**src/rtl/bcd_rr_arbiter_if.sv**
```systemverilog
// Request/grant bundle between the ten requesters and the BCD round-robin arbiter.
// The arbiter sits on the slave side. The requester/testbench side uses the master modport.
interface bcd_rr_arbiter_if;
    logic [0:9] req;
    logic       done;
    logic [3:0] c;
    logic       gnt_valid;
    logic       timeout;

    modport master (
        output req,
        output done,
        input  c,
        input  gnt_valid,
        input  timeout
    );

    modport slave (
        input  req,
        input  done,
        output c,
        output gnt_valid,
        output timeout
    );
endinterface

```
**src/rtl/bcd_rr_arbiter.sv**
```systemverilog
// Ten-way round-robin arbiter with a BCD grant code, a bounded hold time and a mandatory gap cycle.
// The grant code feeds a one-hot decoder directly, so it never leaves the range 0..9.
module bcd_rr_arbiter #(
    parameter int HOLD_MAX = 8
) (
    input  logic             clk,
    input  logic             rst,
    bcd_rr_arbiter_if.slave  bus
);

    typedef enum logic [1:0] {
        IDLE = 2'd0,
        BUSY = 2'd1,
        GAP  = 2'd2
    } state_t;

    state_t     state;
    logic [3:0] ptr;
    logic [3:0] code;
    logic       grant;
    logic       tmo;
    logic [7:0] hold_cnt;
    logic       hold_limit;
    logic       release_req;

    // Search order: ptr, ptr+1, ..., 9, 0, ..., ptr-1.
    function automatic logic [3:0] rr_pick(input logic [0:9] r, input logic [3:0] p);
        logic [3:0] pick;
        logic       found;
        logic [4:0] idx;
        pick  = 4'd0;
        found = 1'b0;
        for (int k = 0; k < 10; k++) begin
            idx = {1'b0, p} + 5'(k);
            if (idx > 5'd9) idx = idx - 5'd10;
            if (!found && r[idx[3:0]]) begin
                pick  = idx[3:0];
                found = 1'b1;
            end
        end
        return pick;
    endfunction

    function automatic logic [3:0] next_ptr(input logic [3:0] cur);
        return (cur >= 4'd9) ? 4'd0 : cur + 4'd1;
    endfunction

    assign hold_limit  = (hold_cnt == 8'(HOLD_MAX - 1));
    assign release_req = bus.done || !bus.req[code];

    always_ff @(posedge clk or posedge rst) begin
        if (rst) begin
            state    <= IDLE;
            ptr      <= 4'd0;
            code     <= 4'd0;
            grant    <= 1'b0;
            tmo      <= 1'b0;
            hold_cnt <= 8'd0;
        end else begin
            case (state)
                IDLE: begin
                    tmo <= 1'b0;
                    if (|bus.req) begin
                        code     <= rr_pick(bus.req, ptr);
                        grant    <= 1'b1;
                        hold_cnt <= 8'd0;
                        state    <= BUSY;
                    end
                end
                BUSY: begin
                    if (release_req || hold_limit) begin
                        grant <= 1'b0;
                        ptr   <= next_ptr(code);
                        // A voluntary release in the limit cycle is not a timeout.
                        tmo   <= hold_limit && !release_req;
                        state <= GAP;
                    end else begin
                        hold_cnt <= hold_cnt + 8'd1;
                    end
                end
                GAP: begin
                    tmo   <= 1'b0;
                    state <= IDLE;
                end
                default: begin
                    grant <= 1'b0;
                    tmo   <= 1'b0;
                    state <= IDLE;
                end
            endcase
        end
    end

    assign bus.c         = code;
    assign bus.gnt_valid = grant;
    assign bus.timeout   = tmo;

endmodule

```
**src/flat_wrapper.sv**
```systemverilog
// flat-port wrapper written by rule: the top's interface ports become plain ports
module bcd_rr_arbiter_flat 
#(
    parameter int HOLD_MAX = 8
)
  (clk, rst, bus_req, bus_done, bus_c, bus_gnt_valid, bus_timeout);
  bcd_rr_arbiter_if bus_i ();
  input  logic clk;
  input  logic rst;
  input wire logic [$bits(bus_i.req)-1:0] bus_req;
  input wire logic [$bits(bus_i.done)-1:0] bus_done;
  output wire logic [$bits(bus_i.c)-1:0] bus_c;
  output wire logic [$bits(bus_i.gnt_valid)-1:0] bus_gnt_valid;
  output wire logic [$bits(bus_i.timeout)-1:0] bus_timeout;
  assign bus_i.req = bus_req;
  assign bus_i.done = bus_done;
  assign bus_c = bus_i.c;
  assign bus_gnt_valid = bus_i.gnt_valid;
  assign bus_timeout = bus_i.timeout;
  bcd_rr_arbiter #(.HOLD_MAX(HOLD_MAX)) u_core (.clk(clk), .rst(rst), .bus(bus_i));
endmodule
```
**config.mk**
```make
export PLATFORM = sky130hd
export DESIGN_NAME = bcd_rr_arbiter_flat
export DESIGN_NICKNAME = d
export VERILOG_FILES = /design/src/rtl/bcd_rr_arbiter_if.sv /design/src/rtl/bcd_rr_arbiter.sv /design/src/flat_wrapper.sv
export SDC_FILE = /design/constraint.sdc
export NUM_CORES = 1
export LEC_CHECK = 0
export CORE_MARGIN = 10
export CORE_UTILIZATION = 40
export CTS_CLUSTER_DIAMETER = 40
export DETAILED_ROUTE_END_ITERATION = 8
export GPL_TIMING_DRIVEN = 0
export HOLD_SLACK_MARGIN = 0.1
export PLACE_DENSITY = 0.59
export SETUP_SLACK_MARGIN = 0.2
export SLEW_MARGIN = 30
export SYNTH_ARGS = -nofsm -noshare
export SYNTH_HDL_FRONTEND = slang
export SYNTH_SLANG_ARGS = --single-unit
```
**constraint.sdc**
```tcl
create_clock -name clk -period 5.4 [get_ports clk]
set_input_delay 0.81 -clock clk [delete_from_list [all_inputs] [get_ports clk]]
set_output_delay 0.81 -clock clk [all_outputs]
set_load 0.01 [all_outputs]
```
* Word level (Yosys, flattened, before mapping)
Index checks and enable logic that the tools add are counted. Widths: inputs -> output; s select.
Word-level totals: register bits 20, bits in latches 0, RAM bits 0, memory bits (read-only) 0, input bits 13, output and inout bits 6, word-level logic and storage cells 210, memories 0
Operators by class: add/subtract/negate cells 21, multiply operators 0, div/mod/pow operators 0, magnitude comparators 22, equal/unequal tests 6, shift-type cells 0, mux-type cells 112, bitwise logic cells 12, reduce and logical (&&, ||, !) cells 31
Operators by type and width (number):
- $mux 4 | 41
- $ge 5x5->1 const B | 11
- $not 4->5 | 11
- $mux 1 | 53
- $gt 5x4->1 const B | 9
- $bmux 1 s4 | 11
- $sub 4x4->4 const B | 10
- $add 4x3->5 const B | 4
- $mux 8 | 2
- $pmux 8 s2 | 1
- $logic_not 1->1 | 11
- $add 4x2->5 const B | 2
- $add 4x4->5 const B | 2
- $logic_and 1x1->1 | 10
- $reduce_or 10->1 | 1
- $add 8x1->8 const B | 1
- $eq 8x3->1 const B | 1
- $reduce_and 2->1 | 3
- $reduce_and 3->1 | 2
- $add 4x1->5 const B | 1
- $add 4x1->4 const B | 1
- $ge 4x4->1 const B | 1
- $gt 4x4->1 const B | 1
- $mux 2 | 2
- 10 further kinds | 12

* Logic depth before layout (Yosys ltp)
depth in word-level cells 54, gate-level depth with buffers 18, gate-level depth less buffers 15

* Worst setup path before layout
Ideal clock, no wire load.
path type reg-to-reg, from register u_core.ptr[1], to register u_core.code[1] (netlist: u_core.bus.c[1]), setup time 0.073 ns, data arrival time 4.383 ns, required time 5.327 ns, setup slack 0.944 ns, stages on the path, launching flop included 18, path buffers 3, period minus slack after synthesis 4.456 ns, path through dfrtp_1 > clkbuf_1 > inv_1 > buf_2 > ha_1 > clkinv_1 > ha_1 > buf_2 > nor2b_1 > o22a_1 > o211ai_1 > mux2_2 > nor2_1 > a31oi_1 > or4_4 > o41a_1 > o211a_1 > a21oi_2
On the way: cells in the longest elaborated chain, start to end 54, elaborated cells between the ends (all ways) 154, those cells by class add/sub: 19; order compare: 10; mux: 97; bitwise: 10; reduce/logical: 18
RTL lines:
- start, declared | line bcd_rr_arbiter.sv:18 | logic [3:0] ptr;
- start signal, assigned | line bcd_rr_arbiter.sv:73 | ptr <= next_ptr(code);
- branches (longest 53 deep; another with $add 4x1->5)
- $mux 4 * | line bcd_rr_arbiter.sv:36 | if (!found && r[idx[3:0]]) begin
- end signal, assigned | line bcd_rr_arbiter.sv:64 | code <= rr_pick(bus.req, ptr);
- end, declared | line bcd_rr_arbiter.sv:19 | logic [3:0] code;
Mark *: on every way between the ends. The select of a mux whose other input is x is not followed. A chain may end at the register's enable or synchronous reset.

* Final worst setup path
from register u_core.ptr[0], to register u_core.code[1] (netlist: u_core.bus.c[1])
The elaborated chain is that of the path after synthesis.

==> flow_summary.html <==
<table>
<tr><th>Metric</th><th>Value</th></tr>
<tr><th colspan="2">Outcome</th></tr>
<tr><td>Result of the run</td><td>finished, final reports clean</td></tr>
<tr><th colspan="2">CTS</th></tr>
<tr><td>Clock tree sinks</td><td>20</td></tr>
<tr><td>Post-CTS setup buffer count</td><td>0</td></tr>
<tr><td>Maximum clock path buffer count</td><td>2</td></tr>
<tr><td>Number of buffers added by the clock tree synthesis step</td><td>3</td></tr>
<tr><td>CTS H-tree depth</td><td>1</td></tr>
<tr><td>Clk_lat worst skew</td><td>roughly 0.27 ns</td></tr>
<tr><td>Clock input transition at the sequential cells of the worst setup and hold paths</td><td>around 0.09 ns</td></tr>
<tr><td>Master cell of the clock root buffer</td><td>clkbuf_8</td></tr>
<tr><td>CTS tree</td><td>yes</td></tr>
<tr><td>Quantity of hold-fixing buffers added after cts</td><td>0</td></tr>
<tr><th colspan="2">Job</th></tr>
<tr><td>Max-cap violations</td><td>0</td></tr>
<tr><th colspan="2">Placement</th></tr>
<tr><td>DP Cell Count</td><td>around 670</td></tr>
<tr><td>Placer's final routability congestion estimate</td><td>roughly 0.94</td></tr>
<tr><td>HPWL Detailed</td><td>between 10000 and 15000 microns</td></tr>
<tr><td>Count of buffers from port buffering</td><td>18</td></tr>
<tr><th colspan="2">Setup path</th></tr>
<tr><td>Worst path max stage delay</td><td>roughly 0.55 ns</td></tr>
<tr><td>Type of the setup path with the least slack</td><td>reg2reg</td></tr>
<tr><td>CP Data Arrival Time</td><td>5.11 ns</td></tr>
<tr><td>Crit-path most repeated cell</td><td>buf_8</td></tr>
<tr><td>Largest fanout of any net on the critical path</td><td>10</td></tr>
<tr><td>Worst path slowest cell</td><td>or4_4</td></tr>
<tr><td>Crit-path leading delay family</td><td>compound AO/OA/AOI/OAI gates</td></tr>
<tr><td>Critical path data required time</td><td>around 5.6 ns</td></tr>
<tr><td>Endpoint class of the critical path</td><td>register</td></tr>
<tr><td>CP bufs+invs</td><td>6</td></tr>
<tr><td>Element type at the critical path start</td><td>register</td></tr>
<tr><td>Critical path cell sequence</td><td>buf_6 -&gt; buf_8 -&gt; buf_8 -&gt; inv_2 -&gt; ha_2 -&gt; clkinv_2 -&gt; ha_1 -&gt; buf_2 -&gt; nor2b_1 -&gt; o22a_1 -&gt; o211ai_1 -&gt; mux2_2 -&gt; nor2_1 -&gt; a31oi_1 -&gt; or4_4 -&gt; o41a_1 -&gt; o211a_1 -&gt; a21oi_2</td></tr>
<tr><th colspan="2">Detailed routing</th></tr>
<tr><td>ANT nets after route</td><td>0</td></tr>
<tr><td>Detailed Route Iter0 Violations</td><td>about 480</td></tr>
<tr><td>Post-route DRC</td><td>0</td></tr>
<tr><td>Post-detailed-route wirelength per cell</td><td>between 20 and 25 microns</td></tr>
<tr><td>Routed WL</td><td>between 10000 and 15000 microns</td></tr>
<tr><td>Total number of vias</td><td>between 4000 and 5000</td></tr>
<tr><td>Vias per std cell</td><td>approximately 6.4</td></tr>
<tr><td>Initial DRT Pass Iterations</td><td>5</td></tr>
<tr><th colspan="2">STA</th></tr>
<tr><td>RSZ-0062 raised after global routing</td><td>false</td></tr>
<tr><td>Transition time at the pin with the least slew margin</td><td>slightly below 0.9 ns</td></tr>
<tr><td>Total negative slack for setup checks</td><td>0 ns</td></tr>
<tr><td>Share of the clock period used by the worst path</td><td>0.908</td></tr>
<tr><td>Clock skew</td><td>0.00919 ns</td></tr>
<tr><td>Final worst path period need</td><td>about 4.9 ns</td></tr>
<tr><td>Final hold viol count</td><td>0</td></tr>
<tr><td>Pins over their slew limit</td><td>0</td></tr>
<tr><td>Upper clock frequency limit</td><td>approximately 200 MHz</td></tr>
<tr><td>Final setup violation count</td><td>0</td></tr>
<tr><td>Worst slew margin relative to its limit</td><td>0.406</td></tr>
<tr><th colspan="2">Final layout</th></tr>
<tr><td>Area growth from synthesis to final layout</td><td>10.2%</td></tr>
<tr><td>Post-layout instance count excluding filler cells</td><td>~670</td></tr>
<tr><td>Layout cell share with drive strength beyond 1</td><td>0.150</td></tr>
<tr><td>Count of nets after finishing</td><td>580</td></tr>
<tr><td>ANT cells</td><td>0</td></tr>
<tr><td>Top library cells by usage in the layout, fill and taps aside</td><td>nand2_1, nor2_1, a21oi_1, o21ai_0, ha_1</td></tr>
<tr><td>Most common library cell in the layout ignoring fill and taps</td><td>nand2_1</td></tr>
<tr><th colspan="2">Floorplanning</th></tr>
<tr><td>Count of boundary I/O pins</td><td>19</td></tr>
<tr><td>Area of the core</td><td>between 10000 and 15000 sq um</td></tr>
<tr><td>Starting utilization of the core area</td><td>0.410</td></tr>
<tr><td>DIE HEIGHT</td><td>123 microns</td></tr>
<tr><td>Standard-cell row count</td><td>37</td></tr>
<tr><td>Die X-Extent</td><td>123 microns</td></tr>
<tr><td>Die Footprint</td><td>roughly 15000 sq um</td></tr>
<tr><th colspan="2">GRT</th></tr>
<tr><td>First-pass GRT wire length</td><td>around 22000 microns</td></tr>
<tr><td>Vias in the first global route</td><td>between 3000 and 4000</td></tr>
<tr><td>Total gr overflow</td><td>0</td></tr>
<tr><td>Total Routing Usage GR</td><td>0.185</td></tr>
<tr><td>Maximum number of pins on one net before global-route repair</td><td>21</td></tr>
<tr><td>Initial antenna violation count</td><td>0</td></tr>
<tr><th colspan="2">Synthesis</th></tr>
<tr><td>Post-Syn Nets</td><td>approximately 560</td></tr>
<tr><td>Ys async rst share</td><td>1.00</td></tr>
<tr><td>Part of the Yosys area used for sequential elements</td><td>0.119</td></tr>
<tr><td>Cells after Synth</td><td>~500</td></tr>
<tr><td>Average size of a mapped cell</td><td>between 8 and 9 sq um</td></tr>
<tr><td>Number of synthesized register bits</td><td>20</td></tr>
<tr><td>Warnings, synthesis</td><td>0</td></tr>
<tr><td>Post-synth top flop</td><td>dfrtp_1</td></tr>
<tr><td>Cell area after synthesis</td><td>4210 sq um</td></tr>
<tr><td>Synth cell types</td><td>around 110</td></tr>
<tr><td>Number of enable flip-flop cells after synthesis</td><td>0</td></tr>
<tr><th colspan="2">Worst hold path</th></tr>
<tr><td>Tightest Hold Check Type</td><td>reg2reg</td></tr>
</table>
final timing paths:
| check | start | endpoint | slack [ns] | cells after the start |
|---|---|---|---|---|
| worst max-delay path | u_core.ptr[0] | u_core.bus.c[1] | 0.50 | 18 |
| worst min-delay path | u_core.bus.timeout | u_core.bus.timeout | 0.50 | 1 |
| worst max register to register | u_core.ptr[0] | u_core.bus.c[1] | 0.50 | 18 |
| worst min register to register | u_core.bus.timeout | u_core.bus.timeout | 0.50 | 1 |
| max in group asynchronous | rst | u_core.ptr[1] | 3.90 | 2 |
| min in group asynchronous | rst | u_core.state[0] | 0.98 | 2 |
metrics by stage:
step | instance area [sq um] | utilization | hold slack, ns | setup slack, ns
4_1_cts | 4640 | 0.451 | 0.510 | 0.245
2_1_floorplan | 4210 | - | 0.455 | 0.944
3_5_place_dp | 4560 | 0.444 | 0.485 | 0.0861
3_3_place_gp | 4560 | 0.444 | 0.482 | 0.106
5_1_grt | 4640 | 0.452 | 0.521 | 0.235
6_report | 4640 | 0.452 | 0.505 | 0.496
final cells by class:
cell class	count	area, sq um
Fill cell	1032	5640
Multi-Input combinational cell	443	3420
Sequential cell	20	502
Buffer	26	208
Timing Repair Buffer	18	180
Tap cell	136	170
Inverter	24	91.3
Clock buffer	3	41.3
Clock inverter	1	30.0
kinds of logic (layout without fill, tap and decap cells):
| logic type | count (synthesis) | count (layout) | synth area share |
|---|---|---|---|
| xor+xnor | 25 | 25 | 0.0618 |
| mux | 43 | 43 | 0.130 |
| simple gates | 177 | 177 | 0.232 |
| buf+inv | 50 | 72 | 0.0704 |
| flops | 20 | 20 | 0.119 |
| fa+ha+maj | 31 | 31 | 0.0938 |
| compound gates | 167 | 167 | 0.293 |
registers in the layout (all words and copies together), names as in the netlist:
signal,flops
u_core.bus.c,4
u_core.bus.timeout,1
u_core.ptr,4
u_core.state,2
u_core.bus.gnt_valid,1
u_core.hold_cnt,8
layer usage:
layer / vias up / part of all wire / global-route usage
met5: - / 0 / 0
met4: 0 / 0.035 / 0.0582
met3: 27 / 0.064 / 0.0230
met2: 159 / 0.45 / 0.298
met1: 2072 / 0.45 / 0.252
li1: 2005 / - / -
cells in the mapped netlist (all sizes together) (7+ instances only):
cell	number	share of area
mux2	8	0.022
nor2	35	0.031
a31oi	8	0.012
a21oi	37	0.049
mux4	7	0.038
nand2	40	0.036
and2	7	0.011
nor4	9	0.018
nor3	12	0.015
o211ai	10	0.019
o21ai	34	0.042
ha	30	0.089
buf	9	0.022
or3	8	0.013
clkbuf	17	0.027
mux2i	28	0.069
nand2b	11	0.016
a211oi	9	0.017
nand3	15	0.018
nor2b	8	0.012
inv	22	0.020
dfrtp	20	0.12
xnor2	21	0.053
repair_timing:
item	4_1_cts	5_1_grt
resized for setup	1	4
endpoints found under the setup margin	4	4
pin swaps	0	0
worst register-to-register path, cell delays in order, from the launching register on:
cell and delay, ns:
dfrtp_1 0.45, buf_6 0.20, buf_8 0.18, buf_8 0.17
inv_2 0.13, ha_2 0.45, clkinv_2 0.21, ha_1 0.23
buf_2 0.17, nor2b_1 0.16, o22a_1 0.18, o211ai_1 0.44
mux2_2 0.40, nor2_1 0.17, a31oi_1 0.09, or4_4 0.55
o41a_1 0.42, o211a_1 0.14, a21oi_2 0.10
Power is left out: the tool's default activity adds up to more than one toggle a clock period on the data nets, which glitch-free logic cannot reach.
==> variant, RTL diff (config.mk and constraints unchanged) <==
The 3 states of `state_t` get a one-hot encoding in 3 bits.
--- a/src/rtl/bcd_rr_arbiter.sv
+++ b/src/rtl/bcd_rr_arbiter.sv
@@ -9,8 +9,8 @@
 );
 
-    typedef enum logic [1:0] {
-        IDLE = 2'd0,
-        BUSY = 2'd1,
-        GAP  = 2'd2
+    typedef enum logic [2:0] {
+        IDLE = 3'b001,
+        BUSY = 3'b010,
+        GAP  = 3'b100
     } state_t;
 
Behaviour: same outputs for any inputs over 10 cycles, from zero or initial values and one cycle with rst high; not proved beyond that.
==> variant against the unedited design <==
Sequential cell count up 1. Sequential share of layout area up 0.48 points. Cell area grew 0.75%. Via count increased by 2.0%. Global-route usage fell by 0.29 points. Setup slack worse by 0.040 ns. Clock skew shrank 0.00062 ns. Synthesized cell count is 1.2% higher. Area after synthesis about the same. Routed wire length increased by 1.0%.
Power is left out: the tool's default activity adds up to more than one toggle a clock period on the data nets, which glitch-free logic cannot reach.
==> variant: results (changes against the unedited design) <==
| Metric | Value |
|---|---|
| DP HPWL | `11000 µm (was 11100 µm)` |
| Clock Pin Slew Worst Setup and Hold Paths | `0.08 ns` |
| GR Layer Usage met3 | `0.0110 (was 0.0230)` |
| Layout cell share with drive strength beyond 1 | `0.150 (about the same)` |
| Ys async rst share | `1.00 (unchanged)` |
| Slowest CP cell | `dfrtp_2 (was or4_4)` |
| All-Layer GR Usage | `0.182 (was 0.185)` |
| Largest reg by FF count | `u_core.hold_cnt (unchanged)` |
| Routing usage on met2 | `0.320 (was 0.298)` |
| Post-CTS sizing | `2 (was 1)` |
| Syn nets | `565 (was 557)` |
| Actual slew at the worst max-slew pin | `0.823 ns (was 0.867 ns)` |
| M1 wire length | `6270 µm (was 6320 µm)` |
| Crit-path max cell delay | `0.51 ns (was 0.55 ns)` |
| Fin cells | `682 (was 671)` |
| Vias in the first global route | `4036 (was 3997)` |
| Post-Route WL | `14200 µm (was 14100 µm)` |
| Final nets | `593 (was 580)` |
| Xor/xnor cell area share of the yosys netlist | `0.0436 (was 0.0618)` |
| Arr. time, crit path | `5.07 ns (was 5.11 ns)` |
| Syn. warnings | `0 (unchanged)` |
| Ys flop type | `dfrtp_1 (unchanged)` |
| Post-synthesis sequential area ratio | `0.125 (was 0.119)` |
| GR Layer Usage met1 | `0.236 (was 0.252)` |
| Routed via count | `4348 (was 4263)` |
| CTS Buf Count | `3 (unchanged)` |
| Synth unique cells | `95 (was 107)` |
| Metal3 WL | `777 µm (was 895 µm)` |
| Post-synth top cells | `nor2_1, nand2_1, mux2i_1 (was nand2_1, nor2_1, a21oi_1)` |
| First-pass GRT wire length | `22100 µm (was 22300 µm)` |
| Clock Skew | `0.00857 ns (was 0.00919 ns)` |
| Routability Congestion | `0.916 (was 0.943)` |
| Adder-Cell Fraction of Synth Area | `0.0997 (was 0.0938)` |
| I/O Buffers | `18 (unchanged)` |
| Post-Place Worst Slack | `-0.0484 ns (was 0.0861 ns)` |
| Dpl cell area | `4570 µm² (was 4560 µm²)` |
| Crit Path Max Fanout | `16 (was 10)` |
| Placed insts | `673 (was 667)` |
| Hold Crit Class | `flip-flop to flip-flop (unchanged)` |
| N_diodes | `0 (unchanged)` |
| Metal2 WL | `6820 µm (was 6370 µm)` |
| Complex-gate fraction of the synthesized area | `0.299 (was 0.293)` |
| Final core utilization | `0.455 (was 0.452)` |
| Status | `complete, no violations (unchanged)` |
| DR iter-0 viols | `493 (was 477)` |
| Filler Cells Inserted | `1050 (was 1032)` |
| Leading post-synthesis cells by cell area | `dfrtp_1, ha_1, mux2i_1 (unchanged)` |
| Fraction of synthesized area in multiplexers | `0.132 (was 0.130)` |
| First drt pass iteration count | `8 (was 5)` |
| Largest net degree at the start of global routing | `22 (was 21)` |
| Cells after Synth | `519 (was 513)` |
## variant: cell type report
class | count | area share
buffer | 25 | 0.0332
clock buffer | 3 | 0.00883
clock inverter | 1 | 0.00107
inverter | 20 | 0.0174
multi-input combinational | 453 | 0.744
sequential | 21 | 0.113
tap | 136 | 0.0364
timing repair buffer | 23 | 0.0465
## variant: worst paths after layout
kind	startpoint	endpoint	slack, ns	cells after the start
max	u_core.ptr[1]	u_core.bus.c[3]	0.46	17
min in group asynchronous	rst	u_core.hold_cnt[3]	0.99	2
min	u_core.bus.timeout	u_core.bus.timeout	0.50	1
max in group asynchronous	rst	u_core.ptr[1]	3.87	2
max reg2reg	u_core.ptr[1]	u_core.bus.c[3]	0.46	17
min reg2reg	u_core.bus.timeout	u_core.bus.timeout	0.50	1
## variant: logic make-up after synthesis
kind of cell             Yosys count
AND/OR/NAND/NOR                  183
multiplexers                      51
adder cells (fa/ha/maj)           33
XOR/XNOR                          21
AO/OA/AOI/OAI                    165
flip-flops                        21
buffers and inverters             45
